File: src/rtl/gcd_pkg.sv
// Shared definitions for the binary GCD unit: FSM encoding, shift-counter width
// function and the step-counter width.
package gcd_pkg;

    typedef enum logic [1:0] {
        IDLE = 2'd0,
        CALC = 2'd1,
        DONE = 2'd2
    } state_t;

    localparam int unsigned CYC_W = 16;

    // Enough bits to count every possible common factor of two, 0..W.
    function automatic int unsigned kw_of(input int unsigned w);
        return $clog2(w + 1);
    endfunction

endpackage

File: src/rtl/gcd_binary_step.sv
// One combinational step of Stein's algorithm: reduces (a, b, k) and flags
// termination together with the rescaled result.
module gcd_binary_step
    import gcd_pkg::*;
#(
    parameter int unsigned W  = 16,
    parameter int unsigned KW = kw_of(W)
) (
    input  logic [W-1:0]  a,
    input  logic [W-1:0]  b,
    input  logic [KW-1:0] k,
    output logic [W-1:0]  a_nxt,
    output logic [W-1:0]  b_nxt,
    output logic [KW-1:0] k_nxt,
    output logic          done,
    output logic [W-1:0]  res
);

    logic [W-1:0] diff_ab;
    logic [W-1:0] diff_ba;

    // Only the branch whose compare holds is used, so neither difference wraps.
    assign diff_ab = W'(a - b);
    assign diff_ba = W'(b - a);

    always_comb begin
        a_nxt = a;
        b_nxt = b;
        k_nxt = k;
        done  = 1'b0;
        res   = '0;
        if (a == '0) begin
            done = 1'b1;
            res  = W'(b << k);
        end else if (b == '0) begin
            done = 1'b1;
            res  = W'(a << k);
        end else if (!a[0] && !b[0]) begin
            a_nxt = a >> 1;
            b_nxt = b >> 1;
            k_nxt = k + KW'(1);
        end else if (!a[0]) begin
            a_nxt = a >> 1;
        end else if (!b[0]) begin
            b_nxt = b >> 1;
        end else if (a >= b) begin
            a_nxt = diff_ab >> 1;
        end else begin
            b_nxt = diff_ba >> 1;
        end
    end

endmodule

File: src/rtl/gcd_binary.sv
// Parametrised binary GCD unit with ready/valid operand and result channels.
// Optional macro GCD_CYCLE_COUNT_EN adds the result_cycles step-count output.
module gcd_binary
    import gcd_pkg::*;
#(
    parameter int unsigned W  = 16,
    parameter int unsigned KW = kw_of(W)
) (
    input  logic             clk,
    input  logic             reset,
    input  logic [W-1:0]     operands_bits_A,
    input  logic [W-1:0]     operands_bits_B,
    input  logic             operands_val,
    output logic             operands_rdy,
    output logic [W-1:0]     result_bits_data,
    output logic             result_val,
    input  logic             result_rdy
`ifdef GCD_CYCLE_COUNT_EN
    ,
    output logic [CYC_W-1:0] result_cycles
`endif
);

    state_t          state;
    state_t          state_nxt;
    logic [W-1:0]    a_q;
    logic [W-1:0]    b_q;
    logic [KW-1:0]   k_q;
    logic [W-1:0]    res_q;
    logic [W-1:0]    a_d;
    logic [W-1:0]    b_d;
    logic [KW-1:0]   k_d;
    logic [W-1:0]    res_d;
    logic            rdy_q;
    logic            val_q;
    logic            load;
    logic            term;

    logic [W-1:0]    st_a;
    logic [W-1:0]    st_b;
    logic [KW-1:0]   st_k;
    logic            st_done;
    logic [W-1:0]    st_res;

    gcd_binary_step #(
        .W  (W),
        .KW (KW)
    ) u_step (
        .a     (a_q),
        .b     (b_q),
        .k     (k_q),
        .a_nxt (st_a),
        .b_nxt (st_b),
        .k_nxt (st_k),
        .done  (st_done),
        .res   (st_res)
    );

    always_ff @(posedge clk) begin
        if (reset) begin
            state <= IDLE;
        end else begin
            state <= state_nxt;
        end
    end

    always_comb begin
        state_nxt = state;
        a_d       = a_q;
        b_d       = b_q;
        k_d       = k_q;
        res_d     = res_q;
        load      = 1'b0;
        term      = 1'b0;
        case (state)
            IDLE: begin
                if (operands_val && rdy_q) begin
                    load      = 1'b1;
                    a_d       = operands_bits_A;
                    b_d       = operands_bits_B;
                    k_d       = '0;
                    state_nxt = CALC;
                end
            end
            CALC: begin
                a_d = st_a;
                b_d = st_b;
                k_d = st_k;
                if (st_done) begin
                    term      = 1'b1;
                    res_d     = st_res;
                    state_nxt = DONE;
                end
            end
            DONE: begin
                if (result_rdy) begin
                    state_nxt = IDLE;
                end
            end
            default: begin
                state_nxt = IDLE;
            end
        endcase
    end

    // Datapath and handshake flags; flags are registered from the next state.
    always_ff @(posedge clk) begin
        if (reset) begin
            a_q   <= '0;
            b_q   <= '0;
            k_q   <= '0;
            res_q <= '0;
            rdy_q <= 1'b0;
            val_q <= 1'b0;
        end else begin
            a_q   <= a_d;
            b_q   <= b_d;
            k_q   <= k_d;
            res_q <= res_d;
            rdy_q <= (state_nxt == IDLE);
            val_q <= (state_nxt == DONE);
        end
    end

    assign operands_rdy     = rdy_q;
    assign result_val       = val_q;
    assign result_bits_data = res_q;

`ifdef GCD_CYCLE_COUNT_EN
    logic [CYC_W-1:0] cyc_q;
    logic [CYC_W-1:0] cyc_d;
    logic [CYC_W-1:0] cyc_inc;
    logic [CYC_W-1:0] res_cyc_q;
    logic [CYC_W-1:0] res_cyc_d;

    // Saturating step counter; the terminating step itself is included.
    always_comb begin
        cyc_inc   = (cyc_q == '1) ? cyc_q : cyc_q + CYC_W'(1);
        cyc_d     = cyc_q;
        res_cyc_d = res_cyc_q;
        if (load) begin
            cyc_d = '0;
        end else if (state == CALC) begin
            cyc_d = cyc_inc;
        end
        if (term) begin
            res_cyc_d = cyc_inc;
        end
    end

    always_ff @(posedge clk) begin
        if (reset) begin
            cyc_q     <= '0;
            res_cyc_q <= '0;
        end else begin
            cyc_q     <= cyc_d;
            res_cyc_q <= res_cyc_d;
        end
    end

    assign result_cycles = res_cyc_q;
`endif

endmodule

File: config.mk
export PLATFORM = sky130hd
export DESIGN_NAME = gcd_binary
export DESIGN_NICKNAME = d
export VERILOG_FILES = /design/src/rtl/gcd_pkg.sv /design/src/rtl/gcd_binary_step.sv /design/src/rtl/gcd_binary.sv
export SDC_FILE = /design/constraint.sdc
export NUM_CORES = 1
export LEC_CHECK = 0
export CAP_MARGIN = 20
export CORE_ASPECT_RATIO = 0.8
export CORE_MARGIN = 5
export CORE_UTILIZATION = 31
export CTS_CLUSTER_DIAMETER = 60
export DETAILED_ROUTE_END_ITERATION = 10
export HOLD_SLACK_MARGIN = 0.06
export PLACE_DENSITY = 0.53
export SYNTH_ARGS = -nofsm -noshare
export SYNTH_HDL_FRONTEND = slang
export SYNTH_SLANG_ARGS = --single-unit
File: constraint.sdc
create_clock -name clk -period 3.5 [get_ports clk]
set_clock_uncertainty 0.2 [all_clocks]
set_input_delay 0.525 -clock clk [delete_from_list [all_inputs] [get_ports clk]]
set_output_delay 0.525 -clock clk [all_outputs]
set_load 0.02 [all_outputs]
==> results.sh, run 1 <==
export IMPL_outcome="finished clean"
export IMPL_post_route_period_util_pct=94.2
export IMPL_max_freq_mhz=303
export IMPL_cts_root_buf="clkbuf_16"
export IMPL_ys_flop_type="dfxtp_1"
export IMPL_synth_simple_area_share_pct=18.4
export IMPL_hold_viol_final=0
export IMPL_netlist_instances=634
export IMPL_diodes=0
export IMPL_gr_total_overflow=0
export IMPL_gp_congestion=0.967
export IMPL_via_count=5090
export IMPL_synth_xor_xnor_area_share_pct=4.95
export IMPL_ios=54
export IMPL_grt_first_pass_wirelength_mm=27.9
export IMPL_rows=41
export IMPL_post_drt_via_cell_ratio=5.56
export IMPL_cts_clk_slew_worst_paths_ns=0.06
export IMPL_holdPathStages=2
export IMPL_clock_path_buffers=2
export IMPL_syn_avg_cell_area_um2=7.81
export IMPL_hold_end="result_bits_data[15]"
export IMPL_p_leak_nw=2.25
export IMPL_slowest_delay_ns=0.51
export IMPL_rsz0062_at_grt="false"
export IMPL_wire_per_inst_um=19.1
export IMPL_fp_dieH_um=123
export IMPL_syn_area_um2=4950
export IMPL_sequentialPowerShare_pct=16.7
export IMPL_rrSetupSlack_ns=0.20
export IMPL_clock_sinks=57
export IMPL_grt_usage_pct=19.4
export IMPL_critPathKind="reg2reg"
export IMPL_synth_area_mux_share_pct=8.22
export IMPL_layout_common_cells="73 x a21oi_1, 62 x nor2_1, 57 x dfxtp_1"
export IMPL_drive_above_1_share_pct=11.3
export IMPL_power_density_nw_per_um2=904
export IMPL_r2r_end="b_q[13]"
export IMPL_drc=0
export IMPL_slew_violations=0
export IMPL_p_switching_mw=2.72
export IMPL_clock_latency_ns=0.35
export IMPL_pwr_share_clk_pct=14.8
export IMPL_port_buffers=53
export IMPL_final_nets=768
export IMPL_tightest_slew_ns=0.806
export IMPL_dp_hpwl_mm=13.3
export IMPL_worstPathCellList="buf_4 -> ha_1 -> fa_1 -> nor2b_1 -> o31a_1 -> o2111ai_1 -> nand3_1 -> o41ai_1 -> o21ai_0 -> xor2_1 -> a221oi_1 -> o32ai_1"
export IMPL_totalWireLength_mm=17.5
export IMPL_ys_seq_area_share_pct=23.1
export IMPL_pwr_share_comb_pct=68.5
export IMPL_die_area_um2=18600
export IMPL_p_int_mw=2.85
export IMPL_synth_cell_types=65
export IMPL_synth_enable_flop_cells=0
export IMPL_reg2reg_depth=12
export IMPL_synthAdderAreaFrac_pct=9.40
export IMPL_synth_seq_cells=57
export IMPL_r2r_start="a_q[0]"
export IMPL_die_w_um=151
export IMPL_ant_nets=0
export IMPL_setup_tns_ns=0
export IMPL_h_tree_depth=3
export IMPL_final_cell_area_um2=6150
export IMPL_peakVddDrop_mv=0.325
export IMPL_start_kind="flip-flop"
export IMPL_min_period_ns=3.30
export IMPL_area_delta_synth_final_pct=24.3
export IMPL_total_power_mw=5.56
export IMPL_synth_compound_area_share_pct=28.8
export IMPL_cp_max_fo=8
export IMPL_layout_commonest_cell="a21oi_1"
export IMPL_end_kind="flip-flop"
export IMPL_maxCapViolations=0
export IMPL_hp_start="result_bits_data[15]"
export IMPL_dr_pass1_iters=6
export IMPL_grt_max_degree=33
export IMPL_synthArstFlopShare_pct=0
export IMPL_drtIter0Drc=542
export IMPL_synth_top_family_by_area="compound AO/OA/AOI/OAI gates"
export IMPL_cpMaxStageDelayCell="o41ai_1"
export IMPL_place_area_um2=5870
export IMPL_synthesis_nets=706
export IMPL_core_area_um2=15700
export IMPL_cts_buffers=9
export IMPL_max_slew_margin_pct=46.3
export IMPL_cts_tree="built"
export IMPL_crit_arrival_ns=3.30
export IMPL_sw_frac_of_total_pct=48.8
export IMPL_antenna_found_initial=0
export IMPL_required_ns=3.50
export IMPL_setup_viol_count_final=0
export IMPL_hp_class="reg2reg"
export IMPL_start_util_pct=31.5
export IMPL_grt_pass1_vias=4940
export IMPL_yosysWarnings=0
-- kinds of logic after synthesis --
logic type | after synthesis
XOR/XNOR | 28
multiplexers | 33
flip-flops | 57
buffers and inverters | 85
AO/OA/AOI/OAI | 204
adder cells (fa/ha/maj) | 36
AND/OR/NAND/NOR | 191
-- power groups by stage --
stage                     combinational (mW)  clock, mW  sequential (mW)
after floorplan                         2.60          0            0.921
after global placement                  3.71          0            0.937
after detailed placement                3.70          0            0.939
after CTS                               3.73      0.846            0.926
after global routing                    4.16      0.876            0.945
final                                   3.81      0.825            0.929
-- how the worst max path moves through the flow --
stage	to	start
4_1_cts	a_q[14]	b_q[1]
5_1_grt	b_q[12]	a_q[1]
6_report	b_q[13]	a_q[0]
3_5_place_dp	a_q[14]	a_q[1]
2_1_floorplan	a_q[11]	a_q[0]
3_3_place_gp	a_q[14]	b_q[1]
-- cells in the mapped netlist (all sizes together), types with 3 or more instances --
cell type / n / area, um^2
a211oi: 13 / 97.6
a21o: 13 / 97.6
a21oi: 74 / 382
a221o: 9 / 90.1
a221oi: 18 / 158
a22oi: 10 / 75.1
a31oi: 4 / 31.3
and3: 4 / 25.0
buf: 15 / 92.6
clkbuf: 33 / 124
dfxtp: 57 / 1140
ha: 34 / 425
inv: 37 / 139
mux2i: 26 / 260
mux4: 6 / 135
nand2: 51 / 191
nand2b: 9 / 56.3
nand3: 9 / 45.0
nand4: 5 / 31.3
nor2: 63 / 236
nor2b: 7 / 43.8
nor3: 9 / 50.1
nor3b: 3 / 22.5
nor4: 10 / 62.6
o211ai: 9 / 81.3
o21a: 6 / 45.0
o21ai: 17 / 85.1
o21bai: 4 / 30.0
o311ai: 3 / 33.8
o32ai: 3 / 26.3
or3: 14 / 87.6
xnor2: 16 / 140
xor2: 12 / 105
-- metal layers --
layer	track usage, %	share of wire [%]	wire (um)
met1	29.1	49	8600
met2	28.2	42	7340
met3	4.36	7.6	1330
met4	4.30	1.1	193
met5	0	0	0
-- critical path, delay by kind of cell, from the launching register on --
kind / cells / cell delay, ns
XOR/XNOR: 1 / 0.18
adder cells (fa/ha/maj): 2 / 0.44
buffers and inverters: 1 / 0.16
AO/OA/AOI/OAI: 6 / 1.62
AND/OR/NAND/NOR: 2 / 0.23
flip-flops: 1 / 0.32
-- state kept, by name (all words and copies together) (netlist names) --
name	flops
b_q	16
result_val	1
k_q	5
state	2
operands_rdy	1
a_q	16
result_bits_data	16
-- metrics by stage --
stage / util, % / hold WS (ns) / cells / setup WS, ns
finish: 39.2 / 0.237 / 916 / 0.202
global route: 39.2 / 0.260 / 916 / 0.00476
CTS: 39.1 / 0.242 / 915 / 0.150
detailed placement: 37.4 / 0.235 / 899 / 0.192
global placement: 37.4 / 0.231 / 899 / 0.0901
floorplan: - / 0.267 / 634 / 0.186
-- layout make-up --
| cell class | instances | area (um^2) |
|---|---|---|
| Clock inverter | 6 | 45.0 |
| Sequential cell | 57 | 1140 |
| Timing Repair Buffer | 99 | 871 |
| Tap cell | 215 | 269 |
| Inverter | 37 | 139 |
| Clock buffer | 10 | 229 |
| Multi-Input combinational cell | 492 | 3460 |
| Fill cell | 1636 | 9550 |
-- timing repair --
item / 4_1_cts / 5_1_grt
endpoints found under the setup margin: 0 / 2
buffers inserted: 0 / 1
hold buffers: 0 / 0
resized for setup: 0 / 1
No activity file was read; power rests on OpenSTA's default activity.
==> run 2: changes to the inputs <==
--- a/config.mk
+++ b/config.mk
@@ -7,11 +7,9 @@
 export LEC_CHECK = 0
 export CAP_MARGIN = 20
 export CORE_ASPECT_RATIO = 0.8
-export CORE_MARGIN = 5
 export CORE_UTILIZATION = 31
 export CTS_CLUSTER_DIAMETER = 60
 export DETAILED_ROUTE_END_ITERATION = 10
-export HOLD_SLACK_MARGIN = 0.06
 export PLACE_DENSITY = 0.53
 export SYNTH_ARGS = -nofsm -noshare
 export SYNTH_HDL_FRONTEND = slang
==> results.sh, run 2 (synthesized netlist as in run 1, its figures left out) <==
export IMPL_critPathKind="reg2reg"
export IMPL_start_util_pct=32.3
export IMPL_wire_per_inst_um=18.8
export IMPL_cts_buffers=9
export IMPL_place_area_um2=5840
export IMPL_hold_viol_final=0
export IMPL_holdWs_ns=0.238
export IMPL_die_area_um2=16500
export IMPL_grt_max_degree=36
export IMPL_cts_clk_slew_worst_paths_ns=0.05
export IMPL_slew_violations=0
export IMPL_post_route_util_pct=40.7
export IMPL_h_tree_depth=3
export IMPL_setup_viol_count_final=0
export IMPL_layout_commonest_cell="a21oi_1"
export IMPL_diodes=0
export IMPL_ant_nets=0
export IMPL_setup_worst_path_end="b_q[9]"
export IMPL_startpoint="a_q[11]"
export IMPL_rrSetupSlack_ns=0.18
export IMPL_totalWireLength_mm=17.2
export IMPL_end_kind="flip-flop"
export IMPL_grt_first_pass_wirelength_mm=27.1
export IMPL_outcome="finished clean"
export IMPL_dp_hpwl_mm=12.7
export IMPL_cp_max_fo=8
export IMPL_required_ns=3.57
export IMPL_antenna_found_initial=0
export IMPL_via_count=5109
export IMPL_ios=54
export IMPL_min_period_ns=3.32
export IMPL_r2r_end="b_q[9]"
export IMPL_rsz0062_at_grt="false"
export IMPL_cts_root_buf="clkbuf_16"
export IMPL_drtIter0Drc=551
export IMPL_hp_class="reg2reg"
export IMPL_final_cell_area_um2=6230
export IMPL_drc=0
export IMPL_reg2reg_depth=11
export IMPL_r2r_start="a_q[11]"
export IMPL_power_density_nw_per_um2=932
export IMPL_max_freq_mhz=301
export IMPL_rows=40
export IMPL_max_slew_margin_pct=33.1
export IMPL_die_w_um=143
export IMPL_clock_path_buffers=2
export IMPL_drive_above_1_share_pct=11.9
export IMPL_maxCapViolations=0
export IMPL_dr_pass1_iters=5
export IMPL_layoutNonFillerInstCount=910
export IMPL_peakVddDrop_mv=0.293
export IMPL_cts_tree="built"
export IMPL_grt_usage_pct=21.8
export IMPL_start_kind="flip-flop"
export IMPL_tightest_slew_ns=1.00
export IMPL_crit_arrival_ns=3.39
export IMPL_port_buffers=53
export IMPL_fp_dieH_um=115
export IMPL_final_nets=767
export IMPL_core_area_um2=15300
export IMPL_clock_sinks=57
export IMPL_area_delta_synth_final_pct=25.8
export IMPL_layout_common_cells="73 x a21oi_1, 61 x nor2_1, 56 x dfxtp_1"
export IMPL_p_leak_nw=2.30
export IMPL_clock_latency_ns=0.35
export IMPL_grt_pass1_vias=4821
export IMPL_dp_cells=890
export IMPL_gr_total_overflow=0
export IMPL_gp_congestion=0.918
export IMPL_post_route_period_util_pct=94.9
export IMPL_post_drt_via_cell_ratio=5.61
## run 2: repair_timing
item	4_1_cts	5_1_grt
hold buffers	0	0
pin swaps	1	2
setup buffers	2	2
hold endpoints to repair	0	0
gates resized for setup	0	7
endpoints found under the setup margin	1	14
## run 2: worst min-delay path by stage
stage	start	endpoint	slack [ns]	depth (start not counted)
final	result_bits_data[12]	result_bits_data[12]	0.24	2
after global routing	result_bits_data[13]	result_bits_data[13]	0.25	2
after CTS	result_bits_data[12]	result_bits_data[12]	0.24	2
after detailed placement	result_bits_data[12]	result_bits_data[12]	0.23	2
after global placement	result_bits_data[15]	result_bits_data[15]	0.23	2
after floorplan	b_q[15]	b_q[15]	0.27	2
## run 2: report_power, final
group	switching, mW	total [mW]	leakage, nW	internal, mW
clock network	0.341	0.982	0.159	0.641
registers	0.177	0.941	0.464	0.765
logic	2.21	3.88	1.67	1.67
## run 2: metal layers
layer	GRT usage (%)	share of wire, %	up-vias
met2	31.7	41	214
met4	5.25	1.3	0
met3	5.46	8.6	23
met1	31.8	49	2427
met5	0	0	-
li1	-	-	2445
## run 2: final cells by class
cell class	count	area, um^2
Clock buffer	11	243
Clock inverter	5	78.8
Fill cell	1615	9090
Inverter	37	139
Multi-Input combinational cell	492	3490
Sequential cell	57	1140
Tap cell	210	263
Timing Repair Buffer	98	876
## run 2: metrics by stage
stage / TNS (ns) / setup WS, ns / total power, mW
5_1_grt: 0 / 0.0162 / 6.24
6_report: 0 / 0.178 / 5.80
4_1_cts: 0 / 0.0277 / 5.66
3_5_place_dp: -0.0359 / -0.0359 / 4.63
3_3_place_gp: 0 / 0.0257 / 4.63
2_1_floorplan: 0 / 0.186 / 3.52
## run 2: critical path: stages, from the launching register on
cell,delay [ns]
dfxtp_1,0.54
inv_1,0.08
ha_1,0.44
a21oi_1,0.16
o21ai_0,0.16
nor3b_1,0.41
a21boi_1,0.12
buf_4,0.20
nor2_2,0.41
a221o_1,0.27
o211ai_1,0.09
a21oi_1,0.16
